==> config.mk <==
export PLATFORM = sky130hd
export DESIGN_NAME = board_mem_arbiter_flat
export DESIGN_NICKNAME = d
export VERILOG_FILES = /design/src/rtl/board_mem_arbiter_pkg.sv /design/src/rtl/board_mem_arbiter_if.sv /design/src/rtl/board_mem_arbiter_starve_counter.sv /design/src/rtl/board_mem_arbiter.sv /design/src/flat_wrapper.sv
export SDC_FILE = /design/constraint.sdc
export NUM_CORES = 1
export LEC_CHECK = 0
export ABC_AREA = 0
export ABC_CLOCK_PERIOD_IN_PS = 5400
export CORE_AREA = 4 4 52 54
export DETAILED_ROUTE_END_ITERATION = 8
export DIE_AREA = 0 0 56 58
export PLACE_DENSITY = 0.91
export SLEW_MARGIN = 20
export SYNTH_ARGS = -nofsm -noshare
export SYNTH_HDL_FRONTEND = slang
export SYNTH_HIERARCHICAL = 1
export SYNTH_SLANG_ARGS = --single-unit
==> constraint.sdc <==
create_clock -name clock -period 5.4 [get_ports clock]
set_input_delay 0.54 -clock clock [delete_from_list [all_inputs] [get_ports clock]]
set_output_delay 0.54 -clock clock [all_outputs]
set_load 0.01 [all_outputs]
==> src/rtl/board_mem_arbiter_pkg.sv <==
// -----------------------------------------------------------------------------
// othello_pkg
// Shared definitions for the Othello board RAM arbiter slice.
//   - cell encodings stored in the 2-bit board RAM
//   - board geometry (100 cells on a 10x10 grid, border included)
//   - arbiter phase encoding (INIT while the board is being filled, RUN while
//     the game engine and display share the RAM)
// -----------------------------------------------------------------------------
package othello_pkg;

    localparam int BOARD_ADDR_W = 8;
    localparam int CELL_W       = 2;
    localparam int BOARD_CELLS  = 100;
    localparam int STARVE_LIMIT = 4;

    localparam logic [CELL_W-1:0] CELL_EMPTY  = 2'b00;
    localparam logic [CELL_W-1:0] CELL_BLACK  = 2'b01;
    localparam logic [CELL_W-1:0] CELL_WHITE  = 2'b10;
    localparam logic [CELL_W-1:0] CELL_BORDER = 2'b11;

    typedef enum logic {
        ST_INIT = 1'b0,
        ST_RUN  = 1'b1
    } arb_state_t;

endpackage

==> src/rtl/board_mem_arbiter_if.sv <==
// -----------------------------------------------------------------------------
// board_mem_arbiter_if
// Bus between the arbiter and the single-port board RAM.
//   mem_addr  RAM address            (arbiter -> RAM)
//   mem_data  RAM write data         (arbiter -> RAM)
//   mem_wren  RAM write enable       (arbiter -> RAM)
//   mem_q     RAM read data, valid one cycle after the address (RAM -> arbiter)
// modport master: the arbiter side; modport slave: the RAM side.
// -----------------------------------------------------------------------------
interface board_mem_arbiter_if #(
    parameter int ADDR_W = othello_pkg::BOARD_ADDR_W,
    parameter int DATA_W = othello_pkg::CELL_W
) ();

    logic [ADDR_W-1:0] mem_addr;
    logic [DATA_W-1:0] mem_data;
    logic              mem_wren;
    logic [DATA_W-1:0] mem_q;

    modport master (
        output mem_addr,
        output mem_data,
        output mem_wren,
        input  mem_q
    );

    modport slave (
        input  mem_addr,
        input  mem_data,
        input  mem_wren,
        output mem_q
    );

endinterface

==> src/rtl/board_mem_arbiter_starve_counter.sv <==
// -----------------------------------------------------------------------------
// starve_counter
// Saturating counter of consecutive display denials.
//   clock  in   system clock
//   reset  in   synchronous, active-low
//   inc    in   count one more denial (ignored once saturated)
//   clr    in   clear to zero; wins over inc
//   sat    out  counter has reached MAX
// -----------------------------------------------------------------------------
module starve_counter #(
    parameter int MAX = 4,
    parameter int W   = $clog2(MAX + 1)
) (
    input  logic clock,
    input  logic reset,
    input  logic inc,
    input  logic clr,
    output logic sat
);

    logic [W-1:0] cnt_reg;

    always_ff @(posedge clock) begin
        if (!reset) begin
            cnt_reg <= '0;
        end else if (clr) begin
            cnt_reg <= '0;
        end else if (inc && (cnt_reg != W'(MAX))) begin
            cnt_reg <= cnt_reg + 1'b1;
        end
    end

    assign sat = (cnt_reg == W'(MAX));

endmodule

==> src/rtl/board_mem_arbiter.sv <==
// -----------------------------------------------------------------------------
// board_mem_arbiter
// Shares the single-port 10x10 Othello board RAM between the board
// initializer, the game engine (read/write) and the VGA display reader.
//   clock, reset          system clock; synchronous active-low reset
//   restart               pulse in RUN: go back to INIT for a new game
//   init_done             initializer finished; INIT -> RUN
//   init_req/addr/data    initializer write port, init_gnt = served this cycle
//   eng_req/wren/addr/wdata, eng_gnt, eng_rvalid, eng_rdata   engine port
//   disp_req/addr, disp_gnt, disp_rvalid, disp_rdata          display port
//   mem                   RAM bus (board_mem_arbiter_if.master)
//   range_err             sticky flag: an out-of-range access was granted
// Grants are combinational in the request cycle; read data returns one cycle
// later as a single-cycle rvalid pulse. While reset is low every output is
// forced to zero, which also drops a read return that is in flight.
// -----------------------------------------------------------------------------
module board_mem_arbiter
    import othello_pkg::*;
#(
    parameter int ADDR_W     = BOARD_ADDR_W,
    parameter int DATA_W     = CELL_W,
    parameter int NUM_CELLS  = BOARD_CELLS,
    parameter int STARVE_MAX = STARVE_LIMIT
) (
    input  logic              clock,
    input  logic              reset,
    input  logic              restart,
    input  logic              init_done,

    input  logic              init_req,
    input  logic [ADDR_W-1:0] init_addr,
    input  logic [DATA_W-1:0] init_data,
    output logic              init_gnt,

    input  logic              eng_req,
    input  logic              eng_wren,
    input  logic [ADDR_W-1:0] eng_addr,
    input  logic [DATA_W-1:0] eng_wdata,
    output logic              eng_gnt,
    output logic              eng_rvalid,
    output logic [DATA_W-1:0] eng_rdata,

    input  logic              disp_req,
    input  logic [ADDR_W-1:0] disp_addr,
    output logic              disp_gnt,
    output logic              disp_rvalid,
    output logic [DATA_W-1:0] disp_rdata,

    board_mem_arbiter_if.master mem,

    output logic              range_err
);

    localparam int NUM_RD = 2;  // read ports: 0 = engine, 1 = display

    arb_state_t        state_reg;
    logic              run_st;

    logic              init_gnt_c;
    logic              eng_gnt_c;
    logic              disp_gnt_c;
    logic              any_gnt;

    logic [ADDR_W-1:0] sel_addr;
    logic [DATA_W-1:0] sel_data;
    logic              sel_wr;
    logic              sel_oor;

    logic              starve_inc;
    logic              starve_clr;
    logic              starve_sat;

    logic              rd_oor_reg;
    logic              range_err_reg;
    logic [DATA_W-1:0] ret_data;

    logic [NUM_RD-1:0]             rd_gnt;
    logic [NUM_RD-1:0]             rvalid_vec;
    logic [NUM_RD-1:0][DATA_W-1:0] rdata_vec;

    assign run_st = (state_reg == ST_RUN);

    // -------------------------------------------------------------------------
    // Phase FSM. restart is only meaningful in RUN; in INIT it is ignored.
    // -------------------------------------------------------------------------
    always_ff @(posedge clock) begin
        if (!reset) begin
            state_reg <= ST_INIT;
        end else begin
            case (state_reg)
                ST_INIT: if (init_done) state_reg <= ST_RUN;
                ST_RUN:  if (restart)   state_reg <= ST_INIT;
                default:                state_reg <= ST_INIT;
            endcase
        end
    end

    // -------------------------------------------------------------------------
    // Grant selection. Display normally loses to the engine, but once it has
    // been denied STARVE_MAX cycles in a row it takes the next cycle.
    // -------------------------------------------------------------------------
    always_comb begin
        init_gnt_c = 1'b0;
        eng_gnt_c  = 1'b0;
        disp_gnt_c = 1'b0;
        if (reset) begin
            if (!run_st) begin
                init_gnt_c = init_req;
            end else if (disp_req && (starve_sat || !eng_req)) begin
                disp_gnt_c = 1'b1;
            end else if (eng_req) begin
                eng_gnt_c = 1'b1;
            end
        end
    end

    assign any_gnt = init_gnt_c | eng_gnt_c | disp_gnt_c;

    // RAM bus mux; an idle bus drives zeros.
    always_comb begin
        sel_addr = '0;
        sel_data = '0;
        sel_wr   = 1'b0;
        if (init_gnt_c) begin
            sel_addr = init_addr;
            sel_data = init_data;
            sel_wr   = 1'b1;
        end else if (eng_gnt_c) begin
            sel_addr = eng_addr;
            sel_data = eng_wdata;
            sel_wr   = eng_wren;
        end else if (disp_gnt_c) begin
            sel_addr = disp_addr;
        end
    end

    // Out-of-range accesses are still granted (the requester must not hang)
    // but never reach the RAM as writes, and reads return a border cell.
    assign sel_oor = any_gnt && (sel_addr >= ADDR_W'(NUM_CELLS));

    assign mem.mem_addr = sel_addr;
    assign mem.mem_data = sel_data;
    assign mem.mem_wren = sel_wr & ~sel_oor;

    assign init_gnt = init_gnt_c;
    assign eng_gnt  = eng_gnt_c;
    assign disp_gnt = disp_gnt_c;

    // -------------------------------------------------------------------------
    // Display starvation tracking. A restart clears it so a new game starts
    // from plain engine priority.
    // -------------------------------------------------------------------------
    assign starve_inc = run_st & disp_req & ~disp_gnt_c;
    assign starve_clr = disp_gnt_c | ~disp_req | (run_st & restart);

    starve_counter #(
        .MAX (STARVE_MAX)
    ) u_starve (
        .clock (clock),
        .reset (reset),
        .inc   (starve_inc),
        .clr   (starve_clr),
        .sat   (starve_sat)
    );

    // -------------------------------------------------------------------------
    // Read return pipeline. Only one read is granted per cycle, so a single
    // out-of-range tag serves both ports.
    // -------------------------------------------------------------------------
    assign rd_gnt = {disp_gnt_c, eng_gnt_c & ~eng_wren};

    always_ff @(posedge clock) begin
        if (!reset) begin
            rd_oor_reg    <= 1'b0;
            range_err_reg <= 1'b0;
        end else begin
            rd_oor_reg <= sel_oor & (|rd_gnt);
            if (sel_oor) begin
                range_err_reg <= 1'b1;
            end
        end
    end

    assign ret_data = rd_oor_reg ? DATA_W'(CELL_BORDER) : mem.mem_q;

    genvar gi;
    generate
        for (gi = 0; gi < NUM_RD; gi++) begin : g_rd
            logic              tag_reg;
            logic [DATA_W-1:0] hold_reg;

            always_ff @(posedge clock) begin
                if (!reset) begin
                    tag_reg  <= 1'b0;
                    hold_reg <= '0;
                end else begin
                    tag_reg <= rd_gnt[gi];
                    if (tag_reg) begin
                        hold_reg <= ret_data;
                    end
                end
            end

            // Data is presented straight from the RAM in the return cycle and
            // held afterwards so rdata keeps its last value between reads.
            assign rvalid_vec[gi] = tag_reg & reset;
            assign rdata_vec[gi]  = !reset ? '0 : (tag_reg ? ret_data : hold_reg);
        end
    endgenerate

    assign eng_rvalid  = rvalid_vec[0];
    assign eng_rdata   = rdata_vec[0];
    assign disp_rvalid = rvalid_vec[1];
    assign disp_rdata  = rdata_vec[1];

    assign range_err = range_err_reg & reset;

endmodule

==> src/flat_wrapper.sv <==
// flat-port wrapper written by rule: the top's interface ports become plain ports
module board_mem_arbiter_flat import othello_pkg::*;
#(
    parameter int ADDR_W     = BOARD_ADDR_W,
    parameter int DATA_W     = CELL_W,
    parameter int NUM_CELLS  = BOARD_CELLS,
    parameter int STARVE_MAX = STARVE_LIMIT
)
  (clock, reset, restart, init_done, init_req, init_addr, init_data, init_gnt, eng_req, eng_wren, eng_addr, eng_wdata, eng_gnt, eng_rvalid, eng_rdata, disp_req, disp_addr, disp_gnt, disp_rvalid, disp_rdata, range_err, mem_mem_addr, mem_mem_data, mem_mem_wren, mem_mem_q);
  board_mem_arbiter_if #(.ADDR_W(ADDR_W), .DATA_W(DATA_W)) mem_i ();
  input  logic clock;
  input  logic reset;
  input  logic restart;
  input  logic init_done;
  input  logic init_req;
  input  logic [ADDR_W-1:0] init_addr;
  input  logic [DATA_W-1:0] init_data;
  output logic init_gnt;
  input  logic eng_req;
  input  logic eng_wren;
  input  logic [ADDR_W-1:0] eng_addr;
  input  logic [DATA_W-1:0] eng_wdata;
  output logic eng_gnt;
  output logic eng_rvalid;
  output logic [DATA_W-1:0] eng_rdata;
  input  logic disp_req;
  input  logic [ADDR_W-1:0] disp_addr;
  output logic disp_gnt;
  output logic disp_rvalid;
  output logic [DATA_W-1:0] disp_rdata;
  output logic range_err;
  output wire logic [$bits(mem_i.mem_addr)-1:0] mem_mem_addr;
  output wire logic [$bits(mem_i.mem_data)-1:0] mem_mem_data;
  output wire logic [$bits(mem_i.mem_wren)-1:0] mem_mem_wren;
  input wire logic [$bits(mem_i.mem_q)-1:0] mem_mem_q;
  assign mem_mem_addr = mem_i.mem_addr;
  assign mem_mem_data = mem_i.mem_data;
  assign mem_mem_wren = mem_i.mem_wren;
  assign mem_i.mem_q = mem_mem_q;
  board_mem_arbiter #(.ADDR_W(ADDR_W), .DATA_W(DATA_W), .NUM_CELLS(NUM_CELLS), .STARVE_MAX(STARVE_MAX)) u_core (.clock(clock), .reset(reset), .restart(restart), .init_done(init_done), .init_req(init_req), .init_addr(init_addr), .init_data(init_data), .init_gnt(init_gnt), .eng_req(eng_req), .eng_wren(eng_wren), .eng_addr(eng_addr), .eng_wdata(eng_wdata), .eng_gnt(eng_gnt), .eng_rvalid(eng_rvalid), .eng_rdata(eng_rdata), .disp_req(disp_req), .disp_addr(disp_addr), .disp_gnt(disp_gnt), .disp_rvalid(disp_rvalid), .disp_rdata(disp_rdata), .mem(mem_i), .range_err(range_err));
endmodule
After elaboration in Yosys (flattened, before gate mapping)
Index checks and enable logic that the tools add are counted.
{"block": "classes", "bitwise_logic": 19, "order_cmp": 1, "n_addsub": 1, "mux": 24, "n_reduce_logical": 7, "n_eq_ne": 2}
{"op": "$mux 8", "count": 3}
{"op": "$mux 2", "count": 7}
{"op": "$mux 1", "count": 13}
{"op": "$and 1x1->1", "count": 9}
{"op": "$ge 8x7->1 const B", "count": 1}
{"op": "$not 1->1", "count": 6}
{"op": "$or 1x1->1", "count": 4}
{"op": "$reduce_or 2->1", "count": 2}
{"op": "$add 3x1->3 const B", "count": 1}
{"op": "$eq 3x3->1 const B", "count": 1}
{"op": "$logic_and 1x1->1", "count": 3}
{"op": "$ne 3x3->1 const B", "count": 1}
{"op": "$pmux 1 s2", "count": 1}
{"op": "$logic_not 1->1", "count": 1}
{"op": "$logic_or 1x1->1", "count": 1}
{"block": "totals", "wordCells": 62, "in_bits": 38, "register_bits": 12, "output_inout_bits": 21}

Logic depth before layout (Yosys ltp)
Gate-level depths: netlist of the first run.
{"block": "depth", "ltp_word": 13, "mapped_depth": 9, "mapped_depth_nobuf": 9}

Cells and area by module
The synthesis of the first run kept the hierarchy.
{"mod": "board_mem_arbiter", "area_per_inst_um2": 598.1, "seq_area_each_um2": 180.2, "cells_per_inst": 70, "n_inst": 1}
{"mod": "starve_counter", "area_per_inst_um2": 187.7, "seq_area_each_um2": 60.1, "cells_per_inst": 18, "n_inst": 1}

Worst setup path after synthesis of the first run
No wires, ideal clock.
{"block": "synth_timing", "path_type": "register to output", "start": "reg u_core.u_starve.cnt_reg[0]", "end": "out mem_mem_wren", "path_buffers": 0, "path_slack_ps": 2769, "arrival_ps": 2091, "path_stages_with_launch": 10, "t_required_ps": 4860, "path_cell_list": "dfxtp_1 inv_1 ha_1 and2_1 nand2b_1 nand3_2 inv_2 a221o_1 o31a_1 nor3_1"}
{"block": "synth_via", "elab_chain_cells": 13, "elab_cells_between_ends": 20, "classes_between": "order compare (1); eq/ne (1); mux (11); bitwise (4); reduce/logical (3)"}
{"element": "from (decl)", "line": "board_mem_arbiter_starve_counter.sv:21", "text": "logic [W-1:0] cnt_reg;"}
{"element": "from (signal assigned)", "line": "board_mem_arbiter_starve_counter.sv:29", "text": "cnt_reg <= cnt_reg + 1'b1;"}
{"element": "$eq 3x3->1", "line": "board_mem_arbiter_starve_counter.sv:33", "text": "assign sat = (cnt_reg == W'(MAX));"}
{"element": "named net u_core.starve_sat", "line": "board_mem_arbiter.sv:71", "text": "logic starve_sat;"}
{"element": "$logic_or 1x1->1", "line": "board_mem_arbiter.sv:109", "text": "end else if (disp_req && (starve_sat || !eng_req)) begin"}
{"element": "$logic_and 1x1->1", "line": "board_mem_arbiter.sv:109"}
{"element": "$mux 1", "line": "board_mem_arbiter.sv:109"}
{"element": "$mux 1", "line": "board_mem_arbiter.sv:107", "text": "if (!run_st) begin"}
{"element": "$mux 1", "line": "board_mem_arbiter.sv:106", "text": "if (reset) begin"}
{"element": "named net disp_gnt", "line": "flat_wrapper.sv:28", "text": "output logic disp_gnt;"}
{"element": "$mux 8", "line": "board_mem_arbiter.sv:132", "text": "end else if (disp_gnt_c) begin"}
{"element": "$mux 8", "line": "board_mem_arbiter.sv:128", "text": "end else if (eng_gnt_c) begin"}
{"element": "$mux 8", "line": "board_mem_arbiter.sv:124", "text": "if (init_gnt_c) begin"}
{"element": "named net mem_mem_addr[2]", "line": "flat_wrapper.sv:32", "text": "output wire logic [$bits(mem_i.mem_addr)-1:0] mem_mem_addr;"}
{"element": "$ge 8x7->1", "line": "board_mem_arbiter.sv:139", "text": "assign sel_oor = any_gnt && (sel_addr >= ADDR_W'(NUM_CELLS));"}
{"element": "$logic_and 1x1->1", "line": "board_mem_arbiter.sv:139"}
{"element": "$not 1->1", "line": "board_mem_arbiter.sv:143", "text": "assign mem.mem_wren = sel_wr & ~sel_oor;"}
{"element": "$and 1x1->1", "line": "board_mem_arbiter.sv:143"}
{"element": "to (decl)", "line": "flat_wrapper.sv:34", "text": "output wire logic [$bits(mem_i.mem_wren)-1:0] mem_mem_wren;"}
The timed path passes the listed nets, and every way through them passes these cells.

Worst setup path in the final report of the first run
{"block": "layout_timing", "start": "in reset", "end": "out mem_mem_wren"}
{"block": "layout_via", "elab_chain_cells": 8, "elab_cells_between_ends": 14, "classes_between": "order compare (1); mux (8); bitwise (4); reduce/logical (1)"}
{"element": "from (decl)", "line": "flat_wrapper.sv:12", "text": "input logic reset;"}
{"element": "$mux 1", "line": "board_mem_arbiter.sv:106"}
{"element": "$mux 8", "line": "board_mem_arbiter.sv:132"}
{"element": "$mux 8", "line": "board_mem_arbiter.sv:128"}
{"element": "$mux 8", "line": "board_mem_arbiter.sv:124"}
{"element": "$ge 8x7->1", "line": "board_mem_arbiter.sv:139"}
{"element": "$logic_and 1x1->1", "line": "board_mem_arbiter.sv:139"}
{"element": "$not 1->1", "line": "board_mem_arbiter.sv:143"}
{"element": "$and 1x1->1 (*)", "line": "board_mem_arbiter.sv:143"}
Mark *: on every way between the ends. The rest lies on a longest branch, timed or not.

==> impl_metrics.py, run 1 <==
metrics = {
    "timing": {
        "slew_headroom": 0.707,
        "fmax_mhz": 269,
        "fin_ws_ps": 1680,
        "fin_crit_ps": 3720,
        "period_share": 0.689,
        "rsz0062_at_grt": "no",
        "tns_ps": 0,
        "hold_viol": 0,
        "whs_ps": 481,
        "setup_viol": 0,
        "worst_slew_pin_slew_ps": 438,
        "final.setup_skew_ps": 3.24,
        "slew_viol_final": 0,
    },
    "cells_and_area": {
        "diodes": 0,
        "nets": 188,
        "area_growth_pct": 79.5,
        "final_util": 0.637,
        "finalNonFillerCells": 175,
        "stdcell_area_mm2": 0.00141,
        "largest_register_ffs": 4,
        "drive_gt1_frac": 0.0748,
    },
    "floorplan": {
        "initial_core_util": 0.355,
        "io_pins": 59,
        "die_y_um": 58,
        "chipWidth_um": 56,
        "dieArea_mm2": 0.00325,
        "fp-row-count": 17,
        "core_area_mm2": 0.00221,
    },
    "yosys": {
        "synthAdderAreaFrac": 0.0318,
        "synth_top_family_by_area": "simple AND/OR/NAND/NOR gates",
        "ys_seq_area_frac": 0.306,
        "ys_top_cells_by_count": "and2_1, dfxtp_1, inv_1, nand2_1, o211a_1",
        "yosys.area_share.simple": 0.307,
        "syn_inst": 88,
        "yosysWarnings": 6,
        "syn_avg_cell_area_um2": 8.93,
        "async_flop_share": 0,
        "ys_types": 35,
        "synth_top_area_cell": "dfxtp_1",
        "synth_compound_area_frac": 0.239,
        "yosysTopAreaCellShare": 0.306,
        "synth_edf_count": 0,
        "synth-seq-cells": 12,
        "synth_mux_area_frac": 0.0382,
        "synth_xor_area_frac": 0,
        "ys.flop_type": "dfxtp_1",
        "syn-cell-area_um2": 786,
        "syn-num-nets": 128,
        "synth_area_leaders": "dfxtp_1, and2_1, o211a_1",
    },
    "route": {
        "drt-total-wl_um": 2570,
        "drcViolationCount": 0,
        "antenna_left": 0,
        "vias": 919,
        "detail_route.iter0.violations": 28,
        "routedWlPerCell_um": 14.7,
        "avgViaCountPerCell": 5.25,
        "first_pass_iters": 4,
    },
    "power_and_ir_drop": {
        "power_uw": 232,
        "vdd_drop_max_mv": 0.145,
        "p_per_area_mw_per_mm2": 165,
        "power_frac_clock": 0.301,
        "p_int_uw": 177,
        "sequentialPowerShare": 0.400,
        "p_sw_uw": 54.7,
        "swShare": 0.236,
        "power_frac_comb": 0.299,
        "leakagePower_nw": 0.618,
    },
    "clock_tree": {
        "worst_skew_pair.late_latency_ps": 270,
        "post-cts-setup-buffers": 0,
        "cts_buffers": 3,
        "cts_resized": 0,
        "cts.path.max_buffers": 2,
        "cts_tree": "built",
        "clk_root_buffer_cell": "clkbuf_4",
        "hold_buffers": 0,
        "clk_pin_slew_ps": 70,
        "htreeDepth": 1,
        "cts_sinks": 12,
    },
    "worst_setup_path": {
        "r2r_end": "u_core/range_err_reg",
        "r2r_start": "u_core/u_starve/cnt_reg[0]",
        "cp.required_ps": 4860,
        "reg2regPathDepth": 9,
        "cp.arrival_ps": 3180,
        "critPathKind": "input pin to output pin",
        "cp-start-kind": "input pin",
        "critPathCaptureType": "output pin",
        "rrSetupSlack_ps": 3000,
        "crit_fanout": 16,
    },
    "min_path": {
        "hold_path_end": "u_core/g_rd[0].hold_reg[1]",
        "min-delay-start": "u_core/g_rd[0].hold_reg[1]",
        "hold_depth": 1,
        "min_path_type": "register to register",
    },
    "run_status": {
        "status": "completed",
    },
    "place": {
        "io_buffers": 58,
        "pre_cts_ws_ps": 1690,
        "finalWeightedCongestion": 0.836,
        "placed_area_mm2": 0.00137,
        "dp.cells": 171,
        "place_hpwl_um": 2110,
    },
    "global_routing": {
        "grt_util_all_layers": 0.156,
        "globalRoute.totalOverflow": 0,
        "grt_pass1_vias": 941,
        "grt_max_degree": 17,
        "antenna_found_initial": 0,
        "grt_pass1_wl_um": 4200,
    },
    "job": {
        "drv_cap": 0,
    },
}
-- worst max-delay path by stage --
| stage | depth (start not counted) | end | start | slack [ps] |
|---|---|---|---|---|
| floorplan | 9 | mem_mem_wren | u_core/u_starve/cnt_reg[0] | 2770 |
| global placement | 7 | mem_mem_wren | reset | 1740 |
| detailed placement | 7 | mem_mem_wren | reset | 1690 |
| CTS | 7 | mem_mem_wren | reset | 1680 |
| global route | 7 | mem_mem_wren | reset | 1540 |
| finish | 7 | mem_mem_wren | reset | 1680 |
-- placed cells by master (no fill, tap or decap), drive strengths merged, types with 2 or more instances in the layout --
cell / synthesis / final
ha: 2 / 2
nand4: 2 / 2
and2: 13 / 13
inv: 9 / 9
dfxtp: 12 / 12
nand2: 7 / 7
a22o: 2 / 2
a21oi: 2 / 2
clkdlybuf4s50: 0 / 58
a221o: 3 / 3
a22oi: 2 / 2
clkbuf: 0 / 4
a222oi: 2 / 2
nand3b: 3 / 3
nor2: 2 / 2
a32oi: 2 / 2
o211a: 4 / 4
a21boi: 2 / 2
mux2i: 3 / 3
nand3: 2 / 2
-- worst max-delay path: stages --
cell and delay, ps:
clkdlybuf4s50_1 630, and3b_1 420, and2_1 220, a221o_1 280, o31a_1 340, nor3_1 190, clkdlybuf4s50_1 570
-- kinds of logic after synthesis --
kind of cell               count (synthesis)
AOI/OAI and AO/OA                         21
adders and majority gates                  2
buffers and inverters                     12
DFF                                       12
muxes                                      3
and+or+nand+nor                           38
-- power by group through the flow --
stage	registers (mW)	logic (mW)	clock network, mW
after detailed placement	0.0949	0.0693	0
after floorplan	0.0944	0.0245	0
after global placement	0.0947	0.0676	0
final	0.0928	0.0694	0.0698
after global routing	0.0932	0.0742	0.0770
after CTS	0.0928	0.0697	0.0726
-- metal layers --
layer,vias up,wire length (µm),GRT usage
met4,0,31,0.0508
met3,4,238,0.0579
met2,46,1300,0.285
met5,-,0,0
met1,425,994,0.165
li1,444,-,-
-- layout make-up --
class                           instances  area, µm²
Fill cell                             183        802
Timing Repair Buffer                   58        581
Multi-Input combinational cell         64        484
Clock buffer                            4       36.3
Tap cell                               28       35.0
Inverter                                9       33.8
Sequential cell                        12        240
(Power assumes the default switching activity.)
==> run 2, diff against run 1 <==
--- a/config.mk
+++ b/config.mk
@@ -6,11 +6,11 @@
 export NUM_CORES = 1
 export LEC_CHECK = 0
 export ABC_AREA = 0
-export ABC_CLOCK_PERIOD_IN_PS = 5400
-export CORE_AREA = 4 4 52 54
+export ABC_CLOCK_PERIOD_IN_PS = 3700
+export CORE_AREA = 4 4 54 56
 export DETAILED_ROUTE_END_ITERATION = 8
-export DIE_AREA = 0 0 56 58
-export PLACE_DENSITY = 0.91
+export DIE_AREA = 0 0 58 60
+export PLACE_DENSITY = 0.86
 export SLEW_MARGIN = 20
 export SYNTH_ARGS = -nofsm -noshare
 export SYNTH_HDL_FRONTEND = slang
==> constraint.sdc (replaced) <==
create_clock -name clock -period 3.7 [get_ports clock]
set_input_delay 0.37 -clock clock [delete_from_list [all_inputs] [get_ports clock]]
set_output_delay 0.37 -clock clock [all_outputs]
set_load 0.01 [all_outputs]
==> run 2 against run 1 <==
Sequential share of layout area hardly changed. Non-clock buffer count grew 1. Clock power increased by 6.9%. Sequential power increased by 47%. Critical path type is now register to output pin. Die area rose by 7.1%. Highest routed layer is now met3. Total power increased by 35%. Global-route usage down 0.52 points.
==> impl_metrics.py, run 2 (same netlist as run 1, synthesis figures left out) <==
metrics = {
    "worst_setup_path": {
        "r2r_end": "u_core/range_err_reg",
        "cp-start-kind": "register",
        "critPathCaptureType": "output pin",
        "critPathKind": "register to output pin",
        "reg2regPathDepth": 9,
        "crit_fanout": 8,
        "rrSetupSlack_ps": 1290,
        "r2r_start": "u_core/u_starve/cnt_reg[0]",
        "cp.arrival_ps": 3030,
        "cp.required_ps": 3330,
    },
    "power_and_ir_drop": {
        "power_uw": 313,
        "leakagePower_nw": 0.615,
        "vdd_drop_max_mv": 0.167,
        "sequentialPowerShare": 0.433,
        "p_per_area_mw_per_mm2": 223,
        "p_int_uw": 238,
        "swShare": 0.242,
        "power_frac_comb": 0.329,
        "p_sw_uw": 75.7,
        "power_frac_clock": 0.238,
    },
    "cells_and_area": {
        "area_growth_pct": 79.0,
        "seq_area_um2": 240,
        "nets": 189,
        "mostFrequentLayoutCell": "clkdlybuf4s50_1",
        "fillers": 234,
        "drive_gt1_frac": 0.0748,
        "final_cell_mix": "clkdlybuf4s50_1, and2_1, dfxtp_1, inv_1, nand2_1",
        "multi_input_area_um2": 484,
        "diodes": 0,
        "largest_register_ffs": 4,
    },
    "route": {
        "avgViaCountPerCell": 5.10,
        "first_pass_iters": 4,
        "routedWlPerCell_um": 15.1,
        "drcViolationCount": 0,
        "detail_route.iter0.violations": 23,
        "drt-total-wl_um": 2680,
        "antenna_left": 0,
        "vias": 902,
    },
    "floorplan": {
        "core_area_mm2": 0.00243,
        "io_pins": 59,
        "initial_core_util": 0.323,
        "chipWidth_um": 58,
        "fp-row-count": 18,
        "die_y_um": 60,
        "dieArea_mm2": 0.00348,
    },
    "min_path": {
        "hold_depth": 1,
        "hold_path_end": "u_core/g_rd[0].hold_reg[1]",
        "min_path_type": "register to register",
        "min-delay-start": "u_core/g_rd[0].hold_reg[1]",
    },
    "timing": {
        "rsz0062_at_grt": "no",
        "worst_slew_pin_slew_ps": 404,
        "fin_crit_ps": 3400,
        "slew_headroom": 0.731,
        "fmax_mhz": 294,
        "tns_ps": 0,
        "final.setup_skew_ps": 4.62,
        "setup_viol": 0,
        "hold_viol": 0,
        "slew_viol_final": 0,
        "period_share": 0.918,
    },
    "place": {
        "io_buffers": 58,
        "finalWeightedCongestion": 0.789,
        "place_hpwl_um": 2250,
    },
    "clock_tree": {
        "post-cts-setup-buffers": 0,
        "clk_root_buffer_cell": "clkbuf_4",
        "clk_pin_slew_ps": 70,
        "cts_tree": "built",
        "htreeDepth": 1,
        "cts_resized": 0,
        "cts.path.max_buffers": 2,
        "worst_skew_pair.late_latency_ps": 260,
        "cts_buffers": 3,
        "cts_sinks": 12,
        "hold_buffers": 0,
    },
    "job": {
        "drv_cap": 0,
    },
    "global_routing": {
        "grt_pass1_vias": 888,
        "globalRoute.totalOverflow": 0,
        "grt_util_all_layers": 0.150,
        "antenna_found_initial": 0,
        "grt_pass1_wl_um": 3990,
        "grt_max_degree": 14,
    },
    "run_status": {
        "status": "completed",
    },
}
## run 2: how the worst max path moves through the flow
stage / from / to / slack [ps] / cells after the start
6_report: u_core/u_starve/cnt_reg[0] / mem_mem_wren / 300 / 10
3_5_place_dp: disp_req / mem_mem_wren / 530 / 7
2_1_floorplan: u_core/u_starve/cnt_reg[0] / mem_mem_wren / 1240 / 9
5_1_grt: u_core/u_starve/cnt_reg[0] / mem_mem_wren / 160 / 10
4_1_cts: u_core/u_starve/cnt_reg[0] / mem_mem_wren / 310 / 10
3_3_place_gp: disp_req / mem_mem_wren / 640 / 7
## run 2: final cells by class
type	instances	share of cell area
well taps	30	0.0267
inverters	9	0.0240
flip-flops and latches	12	0.171
repair buffers	59	0.418
multi-input cells	64	0.344
clock buffers	3	0.0160
## run 2: critical path: stages, from the launching register on
cell and delay, ps:
dfxtp_1 400, inv_1 80, ha_1 220, and2_1 190, nand2b_1 190, nand3_2 120
inv_2 90, a221o_1 330, o31a_1 330, nor3_1 230, clkdlybuf4s50_1 590
## run 2: per-stage QoR
stage / utilization / setup slack (ps) / hold slack (ps) / instances / area (µm²)
after floorplan: - / 1240 / 454 / 88 / 786
after global placement: 0.569 / 638 / 460 / 174 / 1380
after detailed placement: 0.569 / 532 / 467 / 174 / 1380
after CTS: 0.578 / 314 / 483 / 177 / 1410
after global routing: 0.578 / 161 / 504 / 177 / 1410
final: 0.578 / 303 / 480 / 177 / 1410
## run 2: power by group through the flow
| stage | clock (mW) | combinational (mW) | sequential [mW] |
|---|---|---|---|
| finish | 0.0746 | 0.103 | 0.136 |
| global route | 0.0835 | 0.109 | 0.136 |
| CTS | 0.0790 | 0.103 | 0.136 |
| detailed placement | 0 | 0.103 | 0.139 |
| global placement | 0 | 0.0992 | 0.138 |
| floorplan | 0 | 0.0358 | 0.138 |
## run 2: layer usage
metal | up-vias | global-route usage | routed length [µm]
met5 | - | 0 | 0
met4 | 0 | 0.0199 | 0
met3 | 0 | 0.0497 | 185
met2 | 35 | 0.305 | 1520
met1 | 426 | 0.150 | 976
li1 | 441 | - | -
